## src/rtl/bch_31_decoder.sv

```systemverilog
// BCH(31) double-error-correcting decoder: serial S1/S3 syndromes, closed-form
// locator classification, then a bit-serial Chien search that flips the erroneous bits.
module bch_31_decoder (
  input  logic        clk,
  input  logic        rst,
  input  logic        in_valid,
  output logic        in_ready,
  input  logic [30:0] rx_word,
  output logic        out_valid,
  input  logic        out_ready,
  output logic [19:0] msg,
  output logic [1:0]  err_cnt,
  output logic        uncorrectable,
  output logic [2:0]  dbg_state
);

  localparam int          N    = 31;
  localparam int          K    = 20;
  localparam logic [5:0]  PRIM = 6'b100101;

  // Handshake: a transfer happens on any rising edge where valid and ready are
  // both high; out_valid then stays high with msg/err_cnt/uncorrectable stable
  // until out_ready is seen.
  typedef enum logic [2:0] {
    IDLE  = 3'd0,
    SYND  = 3'd1,
    CLASS = 3'd2,
    CHIEN = 3'd3,
    DONE  = 3'd4
  } state_t;

  state_t state, state_nxt;

  logic [N-1:0] word_r;
  logic [K-1:0] orig_msg;
  logic [4:0]   s1, s3, c0, c1, c2, j;
  logic [1:0]   nu, roots;

  function automatic logic [4:0] gf_mul(input logic [4:0] a, input logic [4:0] b);
    logic [4:0] p;
    p = '0;
    for (int i = 4; i >= 0; i--) begin
      p = {p[3:0], 1'b0} ^ (p[4] ? PRIM[4:0] : 5'b0);
      if (b[i]) p = p ^ a;
    end
    return p;
  endfunction

  // alpha^5 = alpha^2 + 1
  function automatic logic [4:0] mul_a(input logic [4:0] b);
    return {b[3], b[2], b[1] ^ b[4], b[0], b[4]};
  endfunction

  // alpha^-1 = alpha^4 + alpha
  function automatic logic [4:0] mul_ainv(input logic [4:0] b);
    return {b[0], b[4], b[3], b[2] ^ b[0], b[1]};
  endfunction

  logic [4:0]   s1_sq, s1_cube;
  logic         hit;
  logic [N-1:0] word_fix;
  logic [1:0]   roots_nxt;

  always_comb begin
    s1_sq     = gf_mul(s1, s1);
    s1_cube   = gf_mul(s1_sq, s1);
    hit       = ((c0 ^ c1 ^ c2) == 5'd0);
    word_fix  = word_r ^ (hit ? (N'(1) << j) : '0);
    roots_nxt = roots + {1'b0, hit};
  end

  always_ff @(posedge clk) begin
    if (rst) state <= IDLE;
    else     state <= state_nxt;
  end

  always_comb begin
    state_nxt = state;
    case (state)
      IDLE:    if (in_valid) state_nxt = SYND;
      SYND:    if (j == 5'd0) state_nxt = CLASS;
      CLASS:   state_nxt = (s1 == 5'd0) ? DONE : CHIEN;
      CHIEN:   if (j == 5'd30) state_nxt = DONE;
      DONE:    if (out_ready) state_nxt = IDLE;
      default: state_nxt = IDLE;
    endcase
  end

  assign in_ready  = (state == IDLE);
  assign out_valid = (state == DONE);
  assign dbg_state = state;

  always_ff @(posedge clk) begin
    if (rst) begin
      word_r        <= '0;
      orig_msg      <= '0;
      s1            <= '0;
      s3            <= '0;
      c0            <= '0;
      c1            <= '0;
      c2            <= '0;
      j             <= '0;
      nu            <= '0;
      roots         <= '0;
      msg           <= '0;
      err_cnt       <= '0;
      uncorrectable <= 1'b0;
    end else begin
      case (state)
        IDLE: if (in_valid) begin
          word_r        <= rx_word;
          orig_msg      <= rx_word[N-1:N-K];
          s1            <= '0;
          s3            <= '0;
          j             <= 5'd30;
          err_cnt       <= '0;
          uncorrectable <= 1'b0;
        end
        SYND: begin
          s1 <= mul_a(s1) ^ {4'b0, word_r[j]};
          s3 <= mul_a(mul_a(mul_a(s3))) ^ {4'b0, word_r[j]};
          j  <= j - 5'd1;
        end
        CLASS: begin
          if (s1 == 5'd0) begin
            msg           <= word_r[N-1:N-K];
            err_cnt       <= '0;
            uncorrectable <= (s3 != 5'd0);
          end else begin
            // Locator scaled by S1: S1 + S1^2 x + (S1^3+S3) x^2, no inversion needed.
            nu    <= (s3 == s1_cube) ? 2'd1 : 2'd2;
            c0    <= s1;
            c1    <= s1_sq;
            c2    <= s1_cube ^ s3;
            j     <= '0;
            roots <= '0;
          end
        end
        CHIEN: begin
          word_r <= word_fix;
          roots  <= roots_nxt;
          c1     <= mul_ainv(c1);
          c2     <= mul_ainv(mul_ainv(c2));
          j      <= j + 5'd1;
          if (j == 5'd30) begin
            if (roots_nxt == nu) begin
              msg     <= word_fix[N-1:N-K];
              err_cnt <= nu;
            end else begin
              msg           <= orig_msg;
              err_cnt       <= '0;
              uncorrectable <= 1'b1;
            end
          end
        end
        default: ;
      endcase
    end
  end

endmodule

```

## config.mk

```make
export PLATFORM = sky130hd
export DESIGN_NAME = bch_31_decoder
export DESIGN_NICKNAME = d
export VERILOG_FILES = /design/src/rtl/bch_31_decoder.sv
export SDC_FILE = /design/constraint.sdc
export NUM_CORES = 1
export LEC_CHECK = 0
export CORE_ASPECT_RATIO = 0.6
export CORE_MARGIN = 3
export CORE_UTILIZATION = 30
export CTS_CLUSTER_DIAMETER = 120
export DETAILED_ROUTE_END_ITERATION = 8
export PLACE_DENSITY = 0.48
export SLEW_MARGIN = 20
export SYNTH_ARGS = -nofsm -noshare
export SYNTH_HDL_FRONTEND = slang
export SYNTH_SLANG_ARGS = --single-unit
export TNS_END_PERCENT = 100
```

## constraint.sdc

```tcl
create_clock -name clk -period 6.5 [get_ports clk]
set_input_delay 1.3 -clock clk [delete_from_list [all_inputs] [get_ports clk]]
set_output_delay 1.3 -clock clk [all_outputs]
set_load 0.02 [all_outputs]
```

==> parameters.txt <==
Parameter                              Value

Drt
  Initial DRC count    between 400 and 500
  Total number of vias    between 6000 and 7000
  Final routed wirelength across all metal layers    20.5 mm
  Number of detailed-route iterations in the first pass    5
  DRC errors left    0
  Antenna Violating Nets Remaining    0
  WL per Instance    17.8 µm
  Via density per instance    between 5 and 6

Placed design
  Detailed placer's ending HPWL    about 14 mm
  Count of input and output buffers    between 60 and 70
  Cell count after placement    approximately 1100
  GP Congestion    about 0.8

Clock network
  TritonCTS Sinks    111
  Clk slew on worst S/H paths    80 ps
  Total of cells resized after clock tree synthesis    0
  Number of clock buffers inserted by TritonCTS    9
  Largest buffer count on any clock path    2
  Root buffer selected by CTS    clkbuf_16
  TritonCTS clock tree    built
  Number of levels the H-tree was split into    3
  Setup bufs post-CTS    0
  Count of hold-fix buffers inserted at cts    0
  Clk Latency, worst-skew pair    ~360 ps

Global routing
  Met3 Track Usage GR    about 3.2%
  GRT Util Overall    between 15 and 20%
  Antenna violations before repair    0
  Met2 track demand over resource    23.0%
  Final global-route overflow total    0
  Most utilized layer in the global route result    met1
  Met1 usage in global routing    27.6%
  First-pass GRT wire length    32.3 mm
  Largest net degree at the start of global routing    79
  Number of global-route vias before repair    about 5500

Layout
  Fillcell total    2228
  Most frequent cells in the layout    137 x nor2_1, 111 x dfxtp_1, 105 x a21oi_1, 104 x nand2_1, 61 x clkdlybuf4s50_1
  Net count, final    ~900
  Antenna fix cells    0
  Syn-to-layout area delta    16.0%
  Leading cell type in the layout, fill and taps excluded    nor2_1
  Share of post-route cells with drive strength above 1    about 7.7%
  Non-filler cells in the finished layout    roughly 1200

Run status
  Result of the run    completed

Run
  Number of violations of the max-capacitance limit    0

Die
  Core area    about 21000 µm²
  Total number of placement rows    just over 40
  Area of the die    about 24000 µm²
  Height of the die    122 µm
  Floorplan die width    roughly 200 µm
  I/O pin count    63
  Starting Density    a little under a third

STA
  Final Skew    9.20 ps
  Worst-case headroom to the max-slew limit    roughly a third
  Final critical-path required period    3580 ps
  Unrepaired setup endpoints after global routing    no
  Fmax    about 0.28 GHz
  Total of endpoints with negative setup slack in the final report    0
  Final period utilization    between 50% and 60%
  Final-report max-slew violation count    0
  Post-route setup TNS    0 ps
  Transition time at the pin with the least slew margin    ~1000 ps
  Hold violation count in the final report    0

Critical path
  Master of the slowest instance on the critical path    dfxtp_1
  Delay contributed by the slowest stage of the critical path    about 610 ps
  Worst endpoint data arrival time    3800 ps
  Setup CP Type    register to register
  Nature of the critical path startpoint    register
  Cells traversed along the worst timing path    inv_1 > nor2_4 > buf_4 > clkinv_1 > buf_4 > fa_1 > a21o_1 > a21oi_1 > nor3_1 > o21ai_0 > a31oi_1 > nor3_1 > nor2_1
  Buffering stage count on the worst path with inverters included    4
  Kind of cell with the highest combined delay on the critical path    buffers and inverters
  Data required time at the worst endpoint    roughly 6700 ps
  Total stage count of the critical path    13
  Setup slack, reg-to-reg    between 2000 and 3000 ps
  Highest fanout seen on the critical path    between 50 and 60
  Endpoint kind of the worst setup timing path    register
  Worst Reg2Reg Path Length in Cells    13

Min path
  WHS Path Cells    2
  Worst min-delay path category    register to register

Power
  Largest vdd supply drop    about 0.13 mV
  Overall power after layout    ~1.8 mW
  Switching share of total power    around a third
  Clock network power share    a little over a third
  Switch Pwr    0.560 mW
  Part of the power in registers    around 45%
  Logic pwr share    around a fifth
  Internal    between 1 and 1.5 mW
  Cell area power density    227 nW/µm²
  Leakage    about 2.6 nW

Logic synthesis
  Post-synth ARST share    0%
  Mean instance size in the synthesized netlist    between 7 and 8 µm²
  Number of flops mapped to enable cells by yosys    0
  Prevailing post-synth register cell    dfxtp_1
  Synthesized area    6710 µm²
  Total of warnings raised by yosys    0
  Flip-flop and latch count after synthesis    111
  Gate count after technology mapping    roughly 860
  Sequential element share of the synthesized area    roughly 33%
  Count of unique library cells instantiated by Yosys    63
  Post-Synthesis Net Count    between 800 and 900
-- kinds of logic after synthesis --
kind of cell | after synthesis | share of synthesized area [%]
simple gates | 346 | 23.2
compound gates | 229 | 23.2
flops | 111 | 33.1
buf+inv | 79 | 5.07
xor+xnor | 66 | 9.75
mux | 18 | 4.23
fa+ha+maj | 7 | 1.42
-- power groups by stage --
stage / sequential, mW / clock [mW] / combinational, mW
floorplan: 0.763 / 0 / 0.278
global placement: 0.799 / 0 / 0.361
detailed placement: 0.800 / 0 / 0.357
CTS: 0.784 / 0.641 / 0.359
global route: 0.794 / 0.664 / 0.395
finish: 0.785 / 0.622 / 0.357
-- tightest hold or removal path: cells and delay by family (launching register included) --
| kind | cells | cell delay [ps] |
|---|---|---|
| flip-flops | 1 | 310 |
| AND/OR/NAND/NOR | 1 | 50 |
| AO/OA/AOI/OAI | 1 | 50 |
-- cell type report --
class | count | area [µm²] | area share (%)
tap | 279 | 349 | 4.49
multi-input combinational | 666 | 4170 | 53.6
clock buffer | 10 | 229 | 2.94
inverter | 6 | 22.5 | 0.289
clock inverter | 6 | 92.6 | 1.19
timing repair buffer | 72 | 693 | 8.91
sequential | 111 | 2220 | 28.6
-- cell usage after synthesis (all sizes together), types with 9 or more instances --
master | count | area share (%)
nor2 | 139 | 7.8
dfxtp | 111 | 33
nand2 | 108 | 6.2
a21oi | 105 | 7.8
clkbuf | 51 | 2.9
xor2 | 33 | 4.3
xnor2 | 28 | 3.8
o21ai | 26 | 1.9
buf | 22 | 1.9
a2111oi | 21 | 4.8
a31oi | 19 | 1.8
nor3 | 17 | 1.3
nand3 | 16 | 1.2
or3 | 15 | 1.4
nand2b | 10 | 0.93
a21o | 9 | 1.0
-- worst paths after layout --
kind                               endpoint          from
worst min-delay path            orig_msg[2]   orig_msg[2]
worst min register to register  orig_msg[2]   orig_msg[2]
worst max register to register         j[4]  dbg_state[0]
worst max-delay path                   j[4]  dbg_state[0]
-- sequential cells by signal (all words and copies together) (netlist names) --
signal and cells:
c0 5, c1 5, c2 5, dbg_state 3, err_cnt 2, j 5
msg 20, nu 2, orig_msg 20, roots 2, s1 5, s3 5
uncorrectable 1, word_r 31
-- per-stage QoR --
stage | util (%) | hold slack [ps] | setup WS [ps] | area, µm²
after floorplan | - | 437 | 3750 | 6710
after global placement | 34.7 | 443 | 2970 | 7450
after detailed placement | 34.7 | 448 | 2920 | 7460
after CTS | 36.2 | 460 | 2900 | 7780
after global routing | 36.2 | 474 | 2500 | 7780
final | 36.2 | 456 | 2920 | 7780
-- per-layer routing --
metal	vias to the layer above	part of all wire [%]
met5	-	0
met4	0	0.74
met3	12	3.9
met2	116	39
met1	2869	56
li1	3032	-
Power figures use the tool's default switching activity.
